**src/rtl/systolic_pkg.sv**
```systemverilog
// systolic_pkg: shared types, defaults and index helper for the systolic result-drain path
package systolic_pkg;
   typedef enum logic {ST_IDLE = 1'b0, ST_STREAM = 1'b1} state_t;
   localparam int DEF_N = 4;
   localparam int DEF_ACC_W = 32;
   function automatic int flat_idx(input int r, input int c, input int n);
      return r * n + c;
   endfunction
endpackage

```
**src/rtl/acc_snapshot_bank.sv**
```systemverilog
// acc_snapshot_bank: N*N accumulator snapshot registers with load strobe and indexed read
module acc_snapshot_bank
   import systolic_pkg::*;
#(
   parameter int N = DEF_N,
   parameter int ACC_W = DEF_ACC_W,
   parameter int IDX_W = $clog2(N*N)
) (
   input  logic                 clk,
   input  logic                 reset_n,
   input  logic                 load_i,
   input  logic [N*N*ACC_W-1:0] acc_flat_i,
   input  logic [IDX_W-1:0]     idx_i,
   output logic [ACC_W-1:0]     rd_o
);
   logic [ACC_W-1:0] bank_q [N*N];
   for (genvar r = 0; r < N; r++) begin : g_row
      for (genvar c = 0; c < N; c++) begin : g_col
         localparam int K = flat_idx(r, c, N);
         always_ff @(posedge clk) begin
            if (!reset_n) bank_q[K] <= '0;
            else if (load_i) bank_q[K] <= acc_flat_i[K*ACC_W +: ACC_W];
         end
      end
   end
   always_comb rd_o = bank_q[idx_i];
endmodule

```
**src/rtl/systolic_acc_drain.sv**
```systemverilog
// systolic_acc_drain: snapshots PE accumulators on done and streams them out row-major
module systolic_acc_drain
   import systolic_pkg::*;
#(
   parameter int N = DEF_N,
   parameter int ACC_W = DEF_ACC_W,
   parameter int IDX_W = $clog2(N*N)
) (
   input  logic                 clk,
   input  logic                 reset_n,
   input  logic [N*N*ACC_W-1:0] acc_flat,
   input  logic                 done_in,
   output logic                 pe_clear,
   output logic                 m_valid,
   input  logic                 m_ready,
   output logic [ACC_W-1:0]     m_data,
   output logic [IDX_W-1:0]     m_index,
   output logic                 m_last,
   output logic                 busy,
   output logic                 overrun
);
   state_t           state_q, state_d;
   logic [IDX_W-1:0] idx_q, idx_d;
   logic             clr_q, clr_d, ovr_q, ovr_d;
   logic             last, fin, accept;
   logic [ACC_W-1:0] rd;
   always_ff @(posedge clk) begin
      if (!reset_n) begin
         state_q <= ST_IDLE;
         idx_q   <= '0;
         clr_q   <= 1'b0;
         ovr_q   <= 1'b0;
      end else begin
         state_q <= state_d;
         idx_q   <= idx_d;
         clr_q   <= clr_d;
         ovr_q   <= ovr_d;
      end
   end
   // a done coinciding with the final handshake is taken back-to-back, otherwise it is an overrun
   always_comb begin
      last    = idx_q == IDX_W'(N*N-1);
      fin     = (state_q == ST_STREAM) & m_ready & last;
      accept  = done_in & ((state_q == ST_IDLE) | fin);
      state_d = accept ? ST_STREAM : fin ? ST_IDLE : state_q;
      idx_d   = (accept | fin) ? '0 : ((state_q == ST_STREAM) & m_ready) ? idx_q + IDX_W'(1) : idx_q;
      clr_d   = accept;
      ovr_d   = ovr_q | (done_in & (state_q == ST_STREAM) & ~fin);
   end
   always_comb begin
      m_valid  = state_q == ST_STREAM;
      busy     = state_q == ST_STREAM;
      m_data   = (state_q == ST_STREAM) ? rd : '0;
      m_index  = idx_q;
      m_last   = (state_q == ST_STREAM) & last;
      pe_clear = clr_q;
      overrun  = ovr_q;
   end
   acc_snapshot_bank #(.N(N), .ACC_W(ACC_W), .IDX_W(IDX_W)) u_bank (
      .clk        (clk),
      .reset_n    (reset_n),
      .load_i     (accept),
      .acc_flat_i (acc_flat),
      .idx_i      (idx_q),
      .rd_o       (rd)
   );
endmodule

```
**config.mk**
```make
export PLATFORM = sky130hd
export DESIGN_NAME = systolic_acc_drain
export DESIGN_NICKNAME = d
export VERILOG_FILES = /design/src/rtl/systolic_pkg.sv /design/src/rtl/acc_snapshot_bank.sv /design/src/rtl/systolic_acc_drain.sv
export SDC_FILE = /design/constraint.sdc
export NUM_CORES = 1
export LEC_CHECK = 0
export ABC_AREA = 0
export CORE_MARGIN = 10
export CORE_UTILIZATION = 46
export CTS_CLUSTER_SIZE = 20
export DETAILED_ROUTE_END_ITERATION = 7
export PLACE_DENSITY = 0.78
export SYNTH_ARGS = -nofsm -noshare
export SYNTH_HDL_FRONTEND = slang
export SYNTH_SLANG_ARGS = --single-unit
export TNS_END_PERCENT = 30
```
**constraint.sdc**
```tcl
create_clock -name clk -period 13.8 [get_ports clk]
set_clock_uncertainty 0.1 [all_clocks]
set_input_delay 2.76 -clock clk [delete_from_list [all_inputs] [get_ports clk]]
set_output_delay 2.76 -clock clk [all_outputs]
set_load 0.1 [all_outputs]
```
==> metrics.txt, run 1 <==
first-pass GRT wire length=99700 microns; ys async rst share=0; Critical Path RT=10.94 ns; CP Depth=7; synth unique cells=32; final cell count without fillers=2885; initial drt markers=1331; Crit Path Category=register to output pin; Synthesis Warnings=0; Hold Buf Count CTS=0; fillers=3794; Worst-Skew Late Latency=0.58 ns; Main synth FF type=edfxtp_1; f_max=128 MHz; fin. max-slew vios=0; most frequent CP cell=o21ai_1; final core utilization=0.621; initial core utilization=0.468; fin crit period=7.83 ns; final hold vios=0; post-placement cell count=2774; setup TNS=0 ns; initial antenna violation count=13; cell area after synthesis=0.0236 sq mm; CTS tree=done; DRC violations left=0; root buf cell=clkbuf_16; final hold slack=0.400 ns; worst slew pin tran=1.19 ns; H-tree levels=2; DR vias/cell=5.21; Area after DPL=0.0295 sq mm; Post-synth EDFFs=512; Avg Cell Area, Syn=14.3 sq um; number of port buffers=556; RSZ-0062 raised after global routing=false; crit path max fanout=142; Crit path buffers/inverters=3; Post-Layout Inst Area=0.0314 sq mm; most common cell in the netlist=and2_1; Antenna Nets Post-Route=0; post_cts resized=0; post-synthesis sequential area ratio=0.661; worst relative slew slack=0.210; core area=0.0505 sq mm; hold crit path type=register to register; max_cap viols=0; routability cong.=0.849; via count=15039; largest net degree at the start of global routing=153; layout cells sized above 1=0.0549; r2r endpoint=u_bank.bank_q[6][9]$_SDFFCE_PN0P_; clock slew at reported path FFs=0.06 ns; deepest clock path buffer count=3; Worst Setup End Kind=output pin; critical path capture point=m_data[11]; critical path's largest stage delay=1.18 ns; pre-CTS setup slack=6.69 ns; PwrDens=121 mW/mm^2; Site Rows=82; Critical Path, Cell by Cell=buf_12 > buf_4 > mux2i_1 > a221oi_1 > o21ai_1 > o21ai_1 > clkdlybuf4s50_1; wire per inst=24.2 microns; Post-Syn Nets=2163; grt ovf=0; Startpoint Class=register; top post-synthesis cells by area=edfxtp_1 (65%), and2_1 (14%), mux2i_1 (9.9%), a22oi_1 (3.4%), buf_2 (1.2%); postcts setup bufs=0; R2R setup slack=9.51 ns; CP max-delay cell=clkdlybuf4s50_1; vias in the first global route=16201; HPWL after DPL=49200 microns; Mapped Cells=1646; cts bufs inserted=55; post-synth top area cell=edfxtp_1; top cell type's share of synthesized area=0.651; Seq cells post-synth=523; Ports=557; TritonRoute pass-1 iters=5; die width=247 microns; status=finished, final reports clean; Syn-to-layout area delta=32.8%; leakage power=11.2 nW; ratio of final minimum period to clock period=0.568; gr usage total=0.221; # nets final=2676; FF-to-FF Start=m_index[0]$_SDFFE_PP0N_; r2r worst-path depth=7; Final setup viols=0; Hold Crit Start=overrun$_SDFF_PN0_; most frequent cells after synthesis=and2_1 (514), edfxtp_1 (512), mux2i_1 (234); DIE HEIGHT=247 microns; Peak supply drop=103 uV; Arr. time, crit path=4.97 ns; crit-path leading delay family=buffers and inverters; Final WS setup=5.97 ns; Tot Pwr=3.80 mW; Die Area=0.0608 sq mm; Routed Wire Length=69800 microns; Sink Count=523
layout make-up:
class / count / area [sq um] / area share
inverter: 1 / 3.75 / 0.000120
antenna: 10 / 25.0 / 0.000798
sequential: 523 / 15600 / 0.498
multi-input combinational: 1003 / 7360 / 0.235
clock buffer: 68 / 1480 / 0.0471
clock inverter: 33 / 327 / 0.0104
tap: 672 / 841 / 0.0268
timing repair buffer: 575 / 5720 / 0.182
layout by cell type, fill, tap and decap left out, drive strengths merged, types with 2 or more instances in the layout:
master / instances
nor2: 7
a22oi: 106
o22ai: 21
clkdlybuf4s50: 556
and2: 514
mux4: 11
xor2: 2
nand3: 3
a221oi: 11
clkinvlp: 2
diode: 10
nand2: 59
nor2b: 3
buf: 19
inv: 3
clkinv: 23
a21oi: 2
bufinv: 6
edfxtp: 512
clkbuf: 68
dfxtp: 11
o21ai: 23
mux2i: 234
worst min path at each step:
stage | end | slack, ns | cells past startpoint
after floorplan | register | 0.82 | 2
after global placement | overrun$_SDFF_PN0_ | 0.39 | 2
after detailed placement | overrun$_SDFF_PN0_ | 0.38 | 2
final | overrun$_SDFF_PN0_ | 0.40 | 2
after global routing | overrun$_SDFF_PN0_ | 0.44 | 2
after CTS | overrun$_SDFF_PN0_ | 0.40 | 2
kinds of logic after synthesis:
group / synth area share
flip-flops: 0.661
XOR/XNOR: 0.00111
multiplexers: 0.110
buffers and inverters: 0.0297
AO/OA/AOI/OAI: 0.0490
AND/OR/NAND/NOR: 0.149
adder cells (fa/ha/maj): 0.000530
routing by layer:
layer | wire, microns | track usage | part of all wire
met2 | 36600 | 0.393 | 0.52
met3 | 5780 | 0.0603 | 0.083
met5 | 36 | 0 | 0.00052
met1 | 25000 | 0.246 | 0.36
met4 | 2410 | 0.0936 | 0.034
state kept, by name (all words and copies together) (netlist names), named ones only:
signal	flops
busy	1
overrun	1
m_index	4
u_bank.bank_q	512
pe_clear	1
where the power goes:
group	switching (mW)	leakage, nW	internal, mW
sequential	0.0352	5.61	1.87
combinational	0.200	4.70	0.213
clock	0.603	0.883	0.871
total	0.837	11.2	2.96
worst min-delay path: cells and delay by family, from the launching register on:
kind	cells	cell delay [ns]
flops	1	0.33
simple gates	1	0.09
compound gates	1	0.04
Note: power is estimated with default switching activity, not from simulation.
==> run 2: changes to the inputs <==
--- a/config.mk
+++ b/config.mk
@@ -7,10 +7,10 @@
 export LEC_CHECK = 0
 export ABC_AREA = 0
 export CORE_MARGIN = 10
-export CORE_UTILIZATION = 46
+export CORE_UTILIZATION = 50
 export CTS_CLUSTER_SIZE = 20
 export DETAILED_ROUTE_END_ITERATION = 7
-export PLACE_DENSITY = 0.78
+export PLACE_DENSITY = 0.8
 export SYNTH_ARGS = -nofsm -noshare
 export SYNTH_HDL_FRONTEND = slang
 export SYNTH_SLANG_ARGS = --single-unit
==> constraint.sdc (replaced) <==
create_clock -name clk -period 7.5 [get_ports clk]
set_clock_uncertainty 0.1 [all_clocks]
set_input_delay 1.5 -clock clk [delete_from_list [all_inputs] [get_ports clk]]
set_output_delay 1.5 -clock clk [all_outputs]
set_load 0.1 [all_outputs]
==> metrics.txt, run 2 (synthesis gave the netlist of run 1 again) <==
vias in the first global route=16147 (-0.33%); max_cap viols=0 (unchanged); initial drt markers=1447 (+8.7%); post_cts resized=0 (unchanged); number of port buffers=556 (unchanged); grt ovf=0 (unchanged); final hold slack=0.440 ns (+0.0399 ns); worst slew pin tran=1.27 ns (+0.0830 ns); Final setup viols=0 (unchanged); Die Area=0.0563 sq mm (-7.4%); Hold Buf Count CTS=0 (unchanged); Worst-Skew Late Latency=0.60 ns (+0.02 ns); largest reg by FF count=u_bank.bank_q; Reg area=0.0156 sq mm (about the same); Final WS setup=1.41 ns (-4.56 ns); Routed Wire Length=73200 microns (+4.9%); Sink Count=523 (unchanged); Ports=557 (unchanged); wire length on met1=25900 microns (+3.5%); pre-CTS setup slack=2.01 ns (-4.67 ns); Critical Path, Cell by Cell=nor2b_4 > buf_4 > a22oi_1 > nand2_1 > o21ai_1 > clkdlybuf4s50_1; final hold vios=0 (unchanged); Multi-input gate area=0.00736 sq mm (unchanged); die width=237 microns (-3.8%); via count=15388 (+2.3%); layout cells sized above 1=0.0554 (+0.000504); Startpoint Class=register; wire per inst=26.0 microns (+7.5%); fin. max-slew vios=0 (unchanged); ratio of final minimum period to clock period=0.813; largest net degree at the start of global routing=260 (+70%); Crit Path Category=register to output pin; core area=0.0467 sq mm (-7.6%); routability cong.=0.923 (+8.7%); Site Rows=79 (-3.7%); fillers=3248 (-14%); CP max-delay cell=clkdlybuf4s50_1; cts bufs inserted=53 (-3.6%); PwrDens=223 mW/mm^2 (+84%); leading cell type in the layout, fill and taps excluded=clkdlybuf4s50_1; hold crit path type=register to register; initial core utilization=0.506 (+0.0383); # nets final=2673 (-0.11%); CTS tree=done; critical path's largest stage delay=1.20 ns (+0.02 ns); postcts setup bufs=0 (unchanged); Peak supply drop=207 uV (+100%); Top Metal Used=met5; met3 WL=5650 microns (-2.2%); max FFs per register=512 (unchanged); root buf cell=clkbuf_16; worst relative slew slack=0.153 (-0.0565); Worst Setup End Kind=output pin; initial antenna violation count=15 (+2); Critical Path RT=5.90 ns (-5.04 ns); Arr. time, crit path=4.49 ns (-0.48 ns); TritonRoute pass-1 iters=5 (unchanged); fin crit period=6.09 ns; HPWL after DPL=53100 microns (+7.9%); DRC violations left=0 (unchanged); setup TNS=0 ns (unchanged); H-tree levels=2 (unchanged); clock slew at reported path FFs=0.06 ns (about the same); status=finished, final reports clean; deepest clock path buffer count=3 (unchanged); DIE HEIGHT=237 microns (-3.8%); crit path max fanout=29 (-80%); Met2 Wirelength=39600 microns (+8.2%); commonest cells after routing, fill and taps aside=clkdlybuf4s50_1 (556), and2_1 (513), edfxtp_1 (512); DR vias/cell=5.47 (+4.9%); Syn-to-layout area delta=32.5%; RSZ-0062 raised after global routing=false; Antenna Nets Post-Route=0 (unchanged); first-pass GRT wire length=104000 microns (+4.5%); gr usage total=0.251 (+0.0298); leakage power=11.2 nW (+0.12%); f_max=164 MHz
run 2: cell count changes in the layout (fill, tap and decap cells not counted):
cell / previous run / this run
buf_12: 1 / 8
buf_4: 18 / 10
bufinv_16: 6 / 4
clkbuf_1: 10 / 9
clkbuf_16: 57 / 56
clkbuf_8: 1 / 3
clkinv_1: 10 / 7
clkinv_2: 10 / 16
clkinv_4: 3 / 1
clkinvlp_4: 2 / 1
dfxtp_1: 9 / 10
dfxtp_2: 1 / 0
diode_2: 10 / 6
inv_8: 0 / 1
run 2: layout make-up:
| cell class | count | area share |
|---|---|---|
| Clock inverter | 32 | 0.00868 |
| Antenna cell | 6 | 0.000480 |
| Multi-Input combinational cell | 1003 | 0.235 |
| Tap cell | 607 | 0.0243 |
| Sequential cell | 523 | 0.499 |
| Timing Repair Buffer | 574 | 0.185 |
| Inverter | 1 | 0.000120 |
| Clock buffer | 68 | 0.0472 |
run 2: stage by stage:
stage | utilization | cell area, sq um | total power, mW | cells
after CTS | 0.670 | 31300 | 7.01 | 2808
final | 0.671 | 31300 | 6.98 | 2814
after floorplan | - | 23600 | 3.95 | 1646
after global placement | 0.633 | 29500 | 4.36 | 2708
after global routing | 0.671 | 31300 | 7.17 | 2814
after detailed placement | 0.633 | 29500 | 4.38 | 2708
run 2: report_power, final:
group,total [mW],internal [mW],switching [mW]
Clock,2.66,1.53,1.13
Combinational,0.799,0.396,0.403
Sequential,3.51,3.45,0.0689
Total,6.98,5.37,1.60
run 2: worst paths after layout:
check	start	endpoint	slack, ns	cells after the start
min	overrun$_SDFF_PN0_	overrun$_SDFF_PN0_	0.44	2
max	register	m_data[13]	1.41	6
max reg2reg	m_index[0]$_SDFFE_PP0N_	u_bank.bank_q[7][9]$_SDFFCE_PN0P_	4.42	6
min reg2reg	overrun$_SDFF_PN0_	overrun$_SDFF_PN0_	0.44	2
run 2: layer usage:
| metal | up-vias | global-route usage |
|---|---|---|
| met4 | 18 | 0.0746 |
| li1 | 7038 | - |
| met1 | 7546 | 0.271 |
| met3 | 123 | 0.0676 |
| met2 | 663 | 0.470 |
| met5 | - | 0 |
run 2: worst max-delay path, delay by kind of cell, from the launching register on:
family	cells	cell delay [ns]
buf+inv	2	1.58
flops	1	1.16
compound gates	2	0.64
simple gates	2	0.46
==> run 3: changes to the inputs <==
--- a/config.mk
+++ b/config.mk
@@ -7,10 +7,10 @@
 export LEC_CHECK = 0
 export ABC_AREA = 0
 export CORE_MARGIN = 10
-export CORE_UTILIZATION = 50
+export CORE_UTILIZATION = 46
 export CTS_CLUSTER_SIZE = 20
 export DETAILED_ROUTE_END_ITERATION = 7
-export PLACE_DENSITY = 0.8
+export PLACE_DENSITY = 0.78
 export SYNTH_ARGS = -nofsm -noshare
 export SYNTH_HDL_FRONTEND = slang
 export SYNTH_SLANG_ARGS = --single-unit
==> constraint.sdc (replaced) <==
create_clock -name clk -period 5.1 [get_ports clk]
set_clock_uncertainty 0.1 [all_clocks]
set_input_delay 1.02 -clock clk [delete_from_list [all_inputs] [get_ports clk]]
set_output_delay 1.02 -clock clk [all_outputs]
set_load 0.1 [all_outputs]
==> metrics.txt, run 3 (synthesis gave the netlist of run 1 again) <==
die width=247 microns (+3.9%); Routed Wire Length=72900 microns (-0.39%); Hold Buf Count CTS=0 (unchanged); final hold vios=0 (unchanged); root buf cell=clkbuf_16; DR vias/cell=5.27 (-3.6%); initial drt markers=1355 (-6.4%); setup TNS=0 ns (unchanged); # nets final=2698 (+0.94%); Critical Path, Cell by Cell=nor2b_4 > buf_4 > buf_4 > a22oi_1 > nand2_1 > o22ai_1 > buf_4; initial antenna violation count=7 (-8); deepest clock path buffer count=3 (unchanged); f_max=224 MHz; postcts setup bufs=0 (unchanged); Crit path buffers/inverters=3 (+1); Startpoint Class=register; grt ovf=0 (unchanged); Crit Path Category=register to output pin; fillers=3742 (+15%); Worst Setup End Kind=output pin; number of port buffers=556 (unchanged); fin crit period=4.46 ns; largest net degree at the start of global routing=155 (-40%); final core utilization=0.630 (-0.0405); Psw=2.29 mW (+43%); Multi-input gate area=0.00736 sq mm (about the same); Die Area=0.0608 sq mm (+7.9%); Syn-to-layout area delta=34.7%; vias in the first global route=16360 (+1.3%); via count=15295 (-0.60%); CTS tree=done; DIE HEIGHT=247 microns (+3.9%); post_cts resized=0 (unchanged); RSZ-0062 raised after global routing=false; worst relative slew slack=0.304 (+0.150); H-tree levels=2 (unchanged); commonest cells after routing, fill and taps aside=clkdlybuf4s50_1 (524), and2_1 (513), edfxtp_1 (512); hold crit path type=register to register; final hold slack=0.415 ns (-0.0241 ns); core area=0.0505 sq mm (+8.2%); Sw Share=0.219 (-0.0111); Seq pwr share=0.492 (-0.012); initial core utilization=0.468 (-0.0383); clock share of power=0.395 (+0.013); largest reg by FF count=u_bank.bank_q; max FFs per register=512 (unchanged); ratio of final minimum period to clock period=0.875; fin. max-slew vios=0 (unchanged); clock slew at reported path FFs=0.07 ns (about the same); Peak supply drop=241 uV (+16%); Antenna Nets Post-Route=0 (unchanged); TritonRoute pass-1 iters=5 (unchanged); max_cap viols=0 (unchanged); CP max-delay cell=dfxtp_1; critical path's largest stage delay=0.86 ns (-0.34 ns); crit path max fanout=18 (-38%); Final WS setup=0.636 ns (-0.770 ns); most frequent CP cell=buf_4; DRC violations left=0 (unchanged); Site Rows=82 (+3.8%); worst slew pin tran=1.04 ns (-0.227 ns); leakage power=11.5 nW (+2.5%); Tot Pwr=10.5 mW (+50%); routability cong.=0.886 (-4.0%); HPWL after DPL=53900 microns (+1.5%); cts bufs inserted=53 (unchanged); pre-CTS setup slack=1.21 ns (-0.801 ns); leading cell type in the layout, fill and taps excluded=clkdlybuf4s50_1; Ports=557 (unchanged); gr usage total=0.233 (-0.0183); Final setup viols=0 (unchanged); Worst-Skew Late Latency=0.58 ns (-0.02 ns); layout cells sized above 1=0.0800 (+0.0246); Reg area=0.0156 sq mm (unchanged); status=finished, final reports clean; Sink Count=523 (unchanged); first-pass GRT wire length=104000 microns (-0.21%); Arr. time, crit path=3.34 ns (-1.15 ns); Critical Path RT=3.98 ns (-1.92 ns); crit-path leading delay family=buffers and inverters; wire per inst=25.1 microns (-3.4%); PwrDens=330 mW/mm^2 (+48%); Logic pwr share=0.113 (about the same); internal power=8.19 mW (+52%)
run 3: cell count changes in the layout (fill, tap and decap cells not counted), sizes merged:
cell           delta
clkinvlp          +3
diode             -1
clkinv           -10
clkdlybuf4s50    -32
bufinv            +5
clkbuf            +1
buf              +57
run 3: worst paths after layout:
kind | startpoint | to | slack, ns | cells after the start
worst max register to register | m_index[0]$_SDFFE_PP0N_ | u_bank.bank_q[5][7]$_SDFFCE_PN0P_ | 2.50 | 6
worst min-delay path | overrun$_SDFF_PN0_ | overrun$_SDFF_PN0_ | 0.42 | 2
worst min register to register | overrun$_SDFF_PN0_ | overrun$_SDFF_PN0_ | 0.42 | 2
worst max-delay path | register | m_data[16] | 0.64 | 7
run 3: routing by layer:
layer / part of all wire / GRT usage / vias to the layer above
met5: 0.00036 / 0 / -
met4: 0.035 / 0.0924 / 4
met2: 0.53 / 0.415 / 624
met1: 0.36 / 0.260 / 7468
li1: - / - / 7083
met3: 0.077 / 0.0618 / 116
run 3: final cells by class:
cell class,instances,share of cell area
inverter,1,0.000118
tap,672,0.0264
timing repair buffer,599,0.192
sequential,523,0.490
clock buffer,69,0.0472
multi-input combinational,1003,0.231
clock inverter,30,0.0120
antenna,5,0.000393
run 3: metrics by stage:
step                      cells  area (sq um)
after floorplan            1646         23600
after global placement     2798         29900
after detailed placement   2798         29900
after CTS                  2897         31800
after global routing       2901         31800
final                      2902         31800
run 3: worst min-delay path: stages (launching register included):
cell     delay (ns)
dfxtp_1        0.34
a21oi_1        0.05
nor2b_1        0.09
run 3: power groups by stage:
stage / clock [mW] / sequential, mW / combinational (mW)
floorplan: 0 / 5.24 / 0.545
global route: 4.36 / 5.18 / 1.26
finish: 4.14 / 5.16 / 1.19
global placement: 0 / 5.23 / 1.18
detailed placement: 0 / 5.25 / 1.19
CTS: 4.20 / 5.16 / 1.20
